**src/rtl/alu_exec_pkg.sv**
```systemverilog
// Shared ALU execution-unit types, opcode encodings and the one-bit shift step.
// Imported by the interface, the combinational core and the FSM wrapper.
package alu_exec_pkg;

  typedef logic [31:0] addr_t;
  typedef logic [31:0] word_t;
  typedef logic [3:0]  sinst_t;
  typedef logic [3:0]  regtag_t;
  typedef logic [4:0]  regaddr_t;

  localparam regtag_t UNLOCKED = 4'hF;

  localparam sinst_t OP_ADD   = 4'd0;
  localparam sinst_t OP_SUB   = 4'd1;
  localparam sinst_t OP_AND   = 4'd2;
  localparam sinst_t OP_OR    = 4'd3;
  localparam sinst_t OP_XOR   = 4'd4;
  localparam sinst_t OP_SLT   = 4'd5;
  localparam sinst_t OP_SLTU  = 4'd6;
  localparam sinst_t OP_LUI   = 4'd7;
  localparam sinst_t OP_AUIPC = 4'd8;
  localparam sinst_t OP_SLL   = 4'd9;
  localparam sinst_t OP_SRL   = 4'd10;
  localparam sinst_t OP_SRA   = 4'd11;

  function automatic logic is_shift(input sinst_t op);
    return (op == OP_SLL) || (op == OP_SRL) || (op == OP_SRA);
  endfunction

  // One iteration of the serial shifter; SRA keeps replicating the sign bit.
  function automatic word_t shift_step(input sinst_t op, input word_t v);
    case (op)
      OP_SLL:  return {v[30:0], 1'b0};
      OP_SRA:  return {v[31], v[31:1]};
      default: return {1'b0, v[31:1]};
    endcase
  endfunction

endpackage

```
**src/rtl/alu_exec_if.sv**
```systemverilog
// Issue/result bundle between a reservation-station slot (master) and the ALU unit (slave).
// The slot drives operands and the CDB grant; the unit drives occupancy and the broadcast result.
interface alu_exec_if;
  import alu_exec_pkg::*;

  logic     busy_in;
  addr_t    pc_in;
  sinst_t   op_in;
  regtag_t  tagx_in;
  regtag_t  tagy_in;
  regtag_t  tagw_in;
  word_t    datax_in;
  word_t    datay_in;
  regaddr_t target_in;
  logic     cdb_grant;

  logic     busy_out;
  logic     en_out;
  word_t    data_out;
  regtag_t  tag_out;
  regaddr_t target_out;
  logic     result_src_out;

  modport master (
    output busy_in, pc_in, op_in, tagx_in, tagy_in, tagw_in, datax_in, datay_in, target_in, cdb_grant,
    input  busy_out, en_out, data_out, tag_out, target_out, result_src_out
  );

  modport slave (
    input  busy_in, pc_in, op_in, tagx_in, tagy_in, tagw_in, datax_in, datay_in, target_in, cdb_grant,
    output busy_out, en_out, data_out, tag_out, target_out, result_src_out
  );

endinterface

```
**src/rtl/alu_exec_core.sv**
```systemverilog
// Combinational ALU datapath: opcode + operands -> 32-bit result, shifts done as a barrel shift.
// Zero latency, no flow control; unknown opcodes produce zero.
module alu_core
  import alu_exec_pkg::*;
(
  input  sinst_t op,
  input  word_t  a,
  input  word_t  b,
  input  addr_t  pc,
  output word_t  result
);

  logic [4:0] shamt;
  assign shamt = b[4:0];

  always_comb begin
    result = '0;
    case (op)
      OP_ADD:   result = a + b;
      OP_SUB:   result = a - b;
      OP_AND:   result = a & b;
      OP_OR:    result = a | b;
      OP_XOR:   result = a ^ b;
      OP_SLT:   result = {31'b0, ($signed(a) < $signed(b))};
      OP_SLTU:  result = {31'b0, (a < b)};
      OP_LUI:   result = b;
      OP_AUIPC: result = pc + b;
      OP_SLL:   result = a << shamt;
      OP_SRL:   result = a >> shamt;
      OP_SRA:   result = word_t'($signed(a) >>> shamt);
      default:  result = '0;
    endcase
  end

endmodule

```
**src/rtl/alu_exec.sv**
```systemverilog
// ALU execution unit: capture ready operands, execute (1 cycle, or 1 + shamt with the serial shifter),
// then hold the result on the CDB until granted; rdy=0 freezes everything, flush abandons the instruction.
module alu_exec
  import alu_exec_pkg::*;
#(
  parameter int ALU_ID     = 0,
  parameter int SHIFT_ITER = 1
) (
  input  logic       clk,
  input  logic       rst,
  input  logic       rdy,
  input  logic       flush,
  alu_exec_if.slave  bus
);

  localparam logic [1:0] S_IDLE  = 2'd0;
  localparam logic [1:0] S_EXEC  = 2'd1;
  localparam logic [1:0] S_SHIFT = 2'd2;
  localparam logic [1:0] S_DONE  = 2'd3;

  logic [1:0] state;
  addr_t      pc_q;
  sinst_t     op_q;
  word_t      x_q;
  word_t      y_q;
  word_t      res_q;
  regtag_t    tag_q;
  regaddr_t   tgt_q;
  logic [4:0] cnt_q;
  word_t      core_res;
  logic       capture;
  logic       go_serial;

  alu_core u_core (
    .op     (op_q),
    .a      (x_q),
    .b      (y_q),
    .pc     (pc_q),
    .result (core_res)
  );

  assign capture   = bus.busy_in && (bus.tagx_in == UNLOCKED) && (bus.tagy_in == UNLOCKED);
  assign go_serial = (SHIFT_ITER != 0) && is_shift(op_q) && (y_q[4:0] != 5'd0);

  // rdy gates every transition, flush included, so a stalled pipeline sees no state change at all.
  always_ff @(posedge clk) begin
    if (rst) begin
      state <= S_IDLE;
      pc_q  <= '0;
      op_q  <= OP_ADD;
      x_q   <= '0;
      y_q   <= '0;
      res_q <= '0;
      tag_q <= UNLOCKED;
      tgt_q <= '0;
      cnt_q <= '0;
    end else if (rdy) begin
      if (flush) begin
        state <= S_IDLE;
      end else begin
        case (state)
          S_IDLE: begin
            if (capture) begin
              pc_q  <= bus.pc_in;
              op_q  <= bus.op_in;
              x_q   <= bus.datax_in;
              y_q   <= bus.datay_in;
              tag_q <= bus.tagw_in;
              tgt_q <= bus.target_in;
              state <= S_EXEC;
            end
          end
          S_EXEC: begin
            if (go_serial) begin
              res_q <= x_q;
              cnt_q <= y_q[4:0];
              state <= S_SHIFT;
            end else begin
              res_q <= core_res;
              state <= S_DONE;
            end
          end
          S_SHIFT: begin
            res_q <= shift_step(op_q, res_q);
            cnt_q <= cnt_q - 5'd1;
            if (cnt_q == 5'd1) state <= S_DONE;
          end
          S_DONE: begin
            if (bus.cdb_grant) state <= S_IDLE;
          end
          default: state <= S_IDLE;
        endcase
      end
    end
  end

  assign bus.busy_out       = (state != S_IDLE);
  assign bus.en_out         = (state == S_DONE);
  assign bus.data_out       = res_q;
  assign bus.tag_out        = tag_q;
  assign bus.target_out     = tgt_q;
  assign bus.result_src_out = ALU_ID[0];

endmodule

```
**src/flat_wrapper.sv**
```systemverilog
// flat-port wrapper written by rule: the top's interface ports become plain ports
module alu_exec_flat import alu_exec_pkg::*;
#(
  parameter int ALU_ID     = 0,
  parameter int SHIFT_ITER = 1
)
  (clk, rst, rdy, flush, bus_busy_in, bus_pc_in, bus_op_in, bus_tagx_in, bus_tagy_in, bus_tagw_in, bus_datax_in, bus_datay_in, bus_target_in, bus_cdb_grant, bus_busy_out, bus_en_out, bus_data_out, bus_tag_out, bus_target_out, bus_result_src_out);
  alu_exec_if bus_i ();
  input  logic clk;
  input  logic rst;
  input  logic rdy;
  input  logic flush;
  input wire logic [$bits(bus_i.busy_in)-1:0] bus_busy_in;
  input wire logic [$bits(bus_i.pc_in)-1:0] bus_pc_in;
  input wire logic [$bits(bus_i.op_in)-1:0] bus_op_in;
  input wire logic [$bits(bus_i.tagx_in)-1:0] bus_tagx_in;
  input wire logic [$bits(bus_i.tagy_in)-1:0] bus_tagy_in;
  input wire logic [$bits(bus_i.tagw_in)-1:0] bus_tagw_in;
  input wire logic [$bits(bus_i.datax_in)-1:0] bus_datax_in;
  input wire logic [$bits(bus_i.datay_in)-1:0] bus_datay_in;
  input wire logic [$bits(bus_i.target_in)-1:0] bus_target_in;
  input wire logic [$bits(bus_i.cdb_grant)-1:0] bus_cdb_grant;
  output wire logic [$bits(bus_i.busy_out)-1:0] bus_busy_out;
  output wire logic [$bits(bus_i.en_out)-1:0] bus_en_out;
  output wire logic [$bits(bus_i.data_out)-1:0] bus_data_out;
  output wire logic [$bits(bus_i.tag_out)-1:0] bus_tag_out;
  output wire logic [$bits(bus_i.target_out)-1:0] bus_target_out;
  output wire logic [$bits(bus_i.result_src_out)-1:0] bus_result_src_out;
  assign bus_i.busy_in = bus_busy_in;
  assign bus_i.pc_in = bus_pc_in;
  assign bus_i.op_in = bus_op_in;
  assign bus_i.tagx_in = bus_tagx_in;
  assign bus_i.tagy_in = bus_tagy_in;
  assign bus_i.tagw_in = bus_tagw_in;
  assign bus_i.datax_in = bus_datax_in;
  assign bus_i.datay_in = bus_datay_in;
  assign bus_i.target_in = bus_target_in;
  assign bus_i.cdb_grant = bus_cdb_grant;
  assign bus_busy_out = bus_i.busy_out;
  assign bus_en_out = bus_i.en_out;
  assign bus_data_out = bus_i.data_out;
  assign bus_tag_out = bus_i.tag_out;
  assign bus_target_out = bus_i.target_out;
  assign bus_result_src_out = bus_i.result_src_out;
  alu_exec #(.ALU_ID(ALU_ID), .SHIFT_ITER(SHIFT_ITER)) u_core (.clk(clk), .rst(rst), .rdy(rdy), .flush(flush), .bus(bus_i));
endmodule
```
**config.mk**
```make
export PLATFORM = sky130hd
export DESIGN_NAME = alu_exec_flat
export DESIGN_NICKNAME = d
export VERILOG_FILES = /design/src/rtl/alu_exec_pkg.sv /design/src/rtl/alu_exec_if.sv /design/src/rtl/alu_exec_core.sv /design/src/rtl/alu_exec.sv /design/src/flat_wrapper.sv
export SDC_FILE = /design/constraint.sdc
export NUM_CORES = 1
export LEC_CHECK = 0
export BUFFER_PORTS_ARGS = -buffer_cell sky130_fd_sc_hd__buf_2
export CORE_MARGIN = 1.5
export CORE_UTILIZATION = 40
export DETAILED_ROUTE_END_ITERATION = 6
export HOLD_SLACK_MARGIN = 0.1
export REMOVE_ABC_BUFFERS = 1
export SYNTH_ARGS = -nofsm -noshare
export SYNTH_HDL_FRONTEND = slang
export SYNTH_SLANG_ARGS = --single-unit
```
**constraint.sdc**
```tcl
create_clock -name clk -period 4.1 [get_ports clk]
set_input_delay 0.615 -clock clk [delete_from_list [all_inputs] [get_ports clk]]
set_output_delay 0.615 -clock clk [all_outputs]
set_load 0.005 [all_outputs]
```
==> impl_metrics.json <==
{
  "ys.flop_type": "dfxtp_1",
  "root_buffer": "clkbuf_16",
  "r2r_setup_slack_ns": 0.20,
  "core_area_sq_um": 40800,
  "ys_seq_area_frac": 0.179,
  "cp_max_fo": 16,
  "clkTransAtPathRegs_ns": 0.07,
  "power_density_nw_per_um2": 161,
  "setup_viol": 0,
  "timing.slew.headroom": 0.312,
  "synth_top_area_frac": 0.179,
  "synth_seq_cells": 148,
  "synth_area_sq_um": 16500,
  "yosys.area.top_type": "dfxtp_1",
  "reg2reg_from": "u_core.op_q[0]",
  "die_area_sq_um": 42600,
  "routedWlPerCell_um": 25.5,
  "status": "complete, no violations",
  "grt_use_total": 0.357,
  "finalSetupTns_ns": 0,
  "cts-buffers-inserted": 17,
  "die_w_um": 206,
  "io-pin-count": 167,
  "startpoint": "u_core.op_q[0]",
  "antenna_found_initial": 1,
  "grt_max_degree": 99,
  "grt.overflow.total": 0,
  "gp_congestion": 1.05,
  "finalMaxSlewViolations": 0,
  "grt_pass1_wl_mm": 112,
  "cts_buffer_depth": 2,
  "yosysWarnings": 0,
  "crit_end": "u_core.bus.data_out[27]",
  "synthToLayoutAreaGrowth_pct": 15.2,
  "start_kind": "register",
  "synthCells": 2287,
  "cp-end-kind": "register",
  "cts_tree": "built",
  "io_buffers": 165,
  "wl_mm": 75.6,
  "rows": 74,
  "ys_types": 94,
  "fmax_ghz": 0.257,
  "arrival_ns": 4.26,
  "holdWs_ns": 0.314,
  "worstSkewPairLatency_ns": 0.50,
  "via_per_inst": 6.38,
  "worst_pin_slew_ns": 1.03,
  "cellLeakagePower_nw": 7.31,
  "num_antenna_cells": 0,
  "async_reset_ff_frac": 0,
  "min_period_ns": 3.90,
  "finalPower_mw": 3.06,
  "final_antenna_net_count": 0,
  "vias": 18900,
  "drt_iter0_drc": 2313,
  "drv_cap": 0,
  "drt_pass1_iterations": 6,
  "reg2reg_to": "u_core.bus.data_out[27]",
  "critPathKind": "register to register",
  "hold_violations": 0,
  "syn_area_per_cell_sq_um": 7.23,
  "layout_commonest_cell": "nand2_1",
  "fin_crit_sh": 0.950,
  "final_cell_mix": "429 x nand2_1, 241 x a21oi_1, 170 x nor2_1",
  "netlist_top_cells_area": "dfxtp_1 18%, ha_1 11%, nand2_1 9.7%, mux4_2 7.9%, a21oi_1 7.3%",
  "place_hpwl_mm": 58.0,
  "drive_gt1_frac": 0.189,
  "finalNetCount": 2692,
  "ff2ff_path_depth": 14,
  "rsz0062_at_grt": "false",
  "cts.sinks": 148,
  "grt_pass1_vias": 17600,
  "drc": 0,
  "synth-edff-count": 0,
  "initial_utilization": 0.405,
  "required_ns": 4.47,
  "fin_skew_ns": 0.0135,
  "irDropWorstVdd_mv": 0.318,
  "ctsHtreeMaxLevel": 4,
  "die_h_um": 206,
  "hp-class": "primary input to register"
}
per-stage QoR:
stage | instances | worst slack [ns] | cell area [sq um] | utilization
2_1_floorplan | 2093 | -2.34 | 15700 | -
3_3_place_gp | 2939 | 0.260 | 18500 | 0.453
3_5_place_dp | 2939 | 0.258 | 18500 | 0.453
4_1_cts | 2970 | 0.223 | 19000 | 0.466
5_1_grt | 2970 | 0.00977 | 19000 | 0.466
6_report | 2970 | 0.204 | 19000 | 0.466
critical path, stage by stage (launching register included):
cell,delay (ns)
dfxtp_1,0.32
nor3_2,0.19
and2_2,0.29
buf_4,0.24
o21ai_0,0.11
ha_1,0.36
a21oi_1,0.18
o21a_1,0.21
a211oi_1,0.15
or4_1,0.63
a31o_2,0.32
nor2_1,0.23
xnor2_1,0.13
a221oi_1,0.33
nor4_1,0.08
registers in the layout, indices dropped and copies added (netlist names):
register,flops
u_core.cnt_q,5
u_core.x_q,32
u_core.bus.tag_out,4
u_core.bus.target_out,5
u_core.pc_q,32
u_core.bus.data_out,32
u_core.y_q,32
u_core.op_q,4
u_core.state,2
worst min-delay path by stage:
stage / cells after the start / startpoint / endpoint / slack (ns)
3_3_place_gp: 2 / u_core.bus.target_out[4] / u_core.bus.target_out[4] / 0.44
2_1_floorplan: 2 / u_core.pc_q[31] / u_core.pc_q[31] / 0.43
4_1_cts: 3 / bus_tagw_in[3] / u_core.bus.tag_out[3] / 0.29
6_report: 3 / bus_tagw_in[3] / u_core.bus.tag_out[3] / 0.31
5_1_grt: 3 / bus_tagw_in[1] / u_core.bus.tag_out[1] / 0.31
3_5_place_dp: 2 / u_core.pc_q[25] / u_core.pc_q[25] / 0.45
what timing repair did:
| action | 4_1_cts | 5_1_grt |
|---|---|---|
| setup buffers | 0 | 0 |
| gates resized for setup | 0 | 2 |
| setup endpoints to repair | 0 | 2 |
| hold buffers | 0 | 0 |
kinds of logic (layout without fill, tap and decap cells):
group | after synthesis | count (layout) | share of synthesized area
muxes | 134 | 134 | 0.126
AOI/OAI and AO/OA | 719 | 719 | 0.283
and+or+nand+nor | 799 | 799 | 0.208
other | 1 | 1 | 0.000227
DFF | 148 | 148 | 0.179
buffers and inverters | 300 | 451 | 0.0716
adders and majority gates | 143 | 143 | 0.109
xor gates and xnor gates | 43 | 43 | 0.0228
power breakdown:
group / total, mW / internal [mW] / switching [mW] / leakage (nW)
logic: 0.118 / 0.0552 / 0.0629 / 5.86
clock network: 1.50 / 0.780 / 0.721 / 0.255
registers: 1.44 / 1.44 / 0.000518 / 1.19
total: 3.06 / 2.27 / 0.785 / 7.31
metal layers:
| layer | share of wire | wire length, um | GRT usage |
|---|---|---|---|
| met2 | 0.43 | 32400 | 0.529 |
| met1 | 0.42 | 31900 | 0.479 |
| met3 | 0.10 | 7840 | 0.0861 |
| met4 | 0.046 | 3490 | 0.180 |
| met5 | 0.00021 | 16 | 0 |
synth_stat cells (33+ instances only):
library cell,count
nor3_1,47
ha_1,141
o21ai_0,92
nand2_1,429
a221oi_1,33
nor2_1,171
mux4_2,58
inv_1,93
o21ai_1,58
dfxtp_1,148
nand3_1,41
clkbuf_1,156
a21oi_1,242
mux2i_1,60
final cells by class:
cell class	count	area, sq um
Clock buffer	19	443
Multi-Input combinational cell	1839	12500
Timing Repair Buffer	314	2010
Clock inverter	12	83.8
Inverter	106	398
Sequential cell	148	2970
Fill cell	4136	21800
Tap cell	532	666
(Power assumes the default switching activity.)
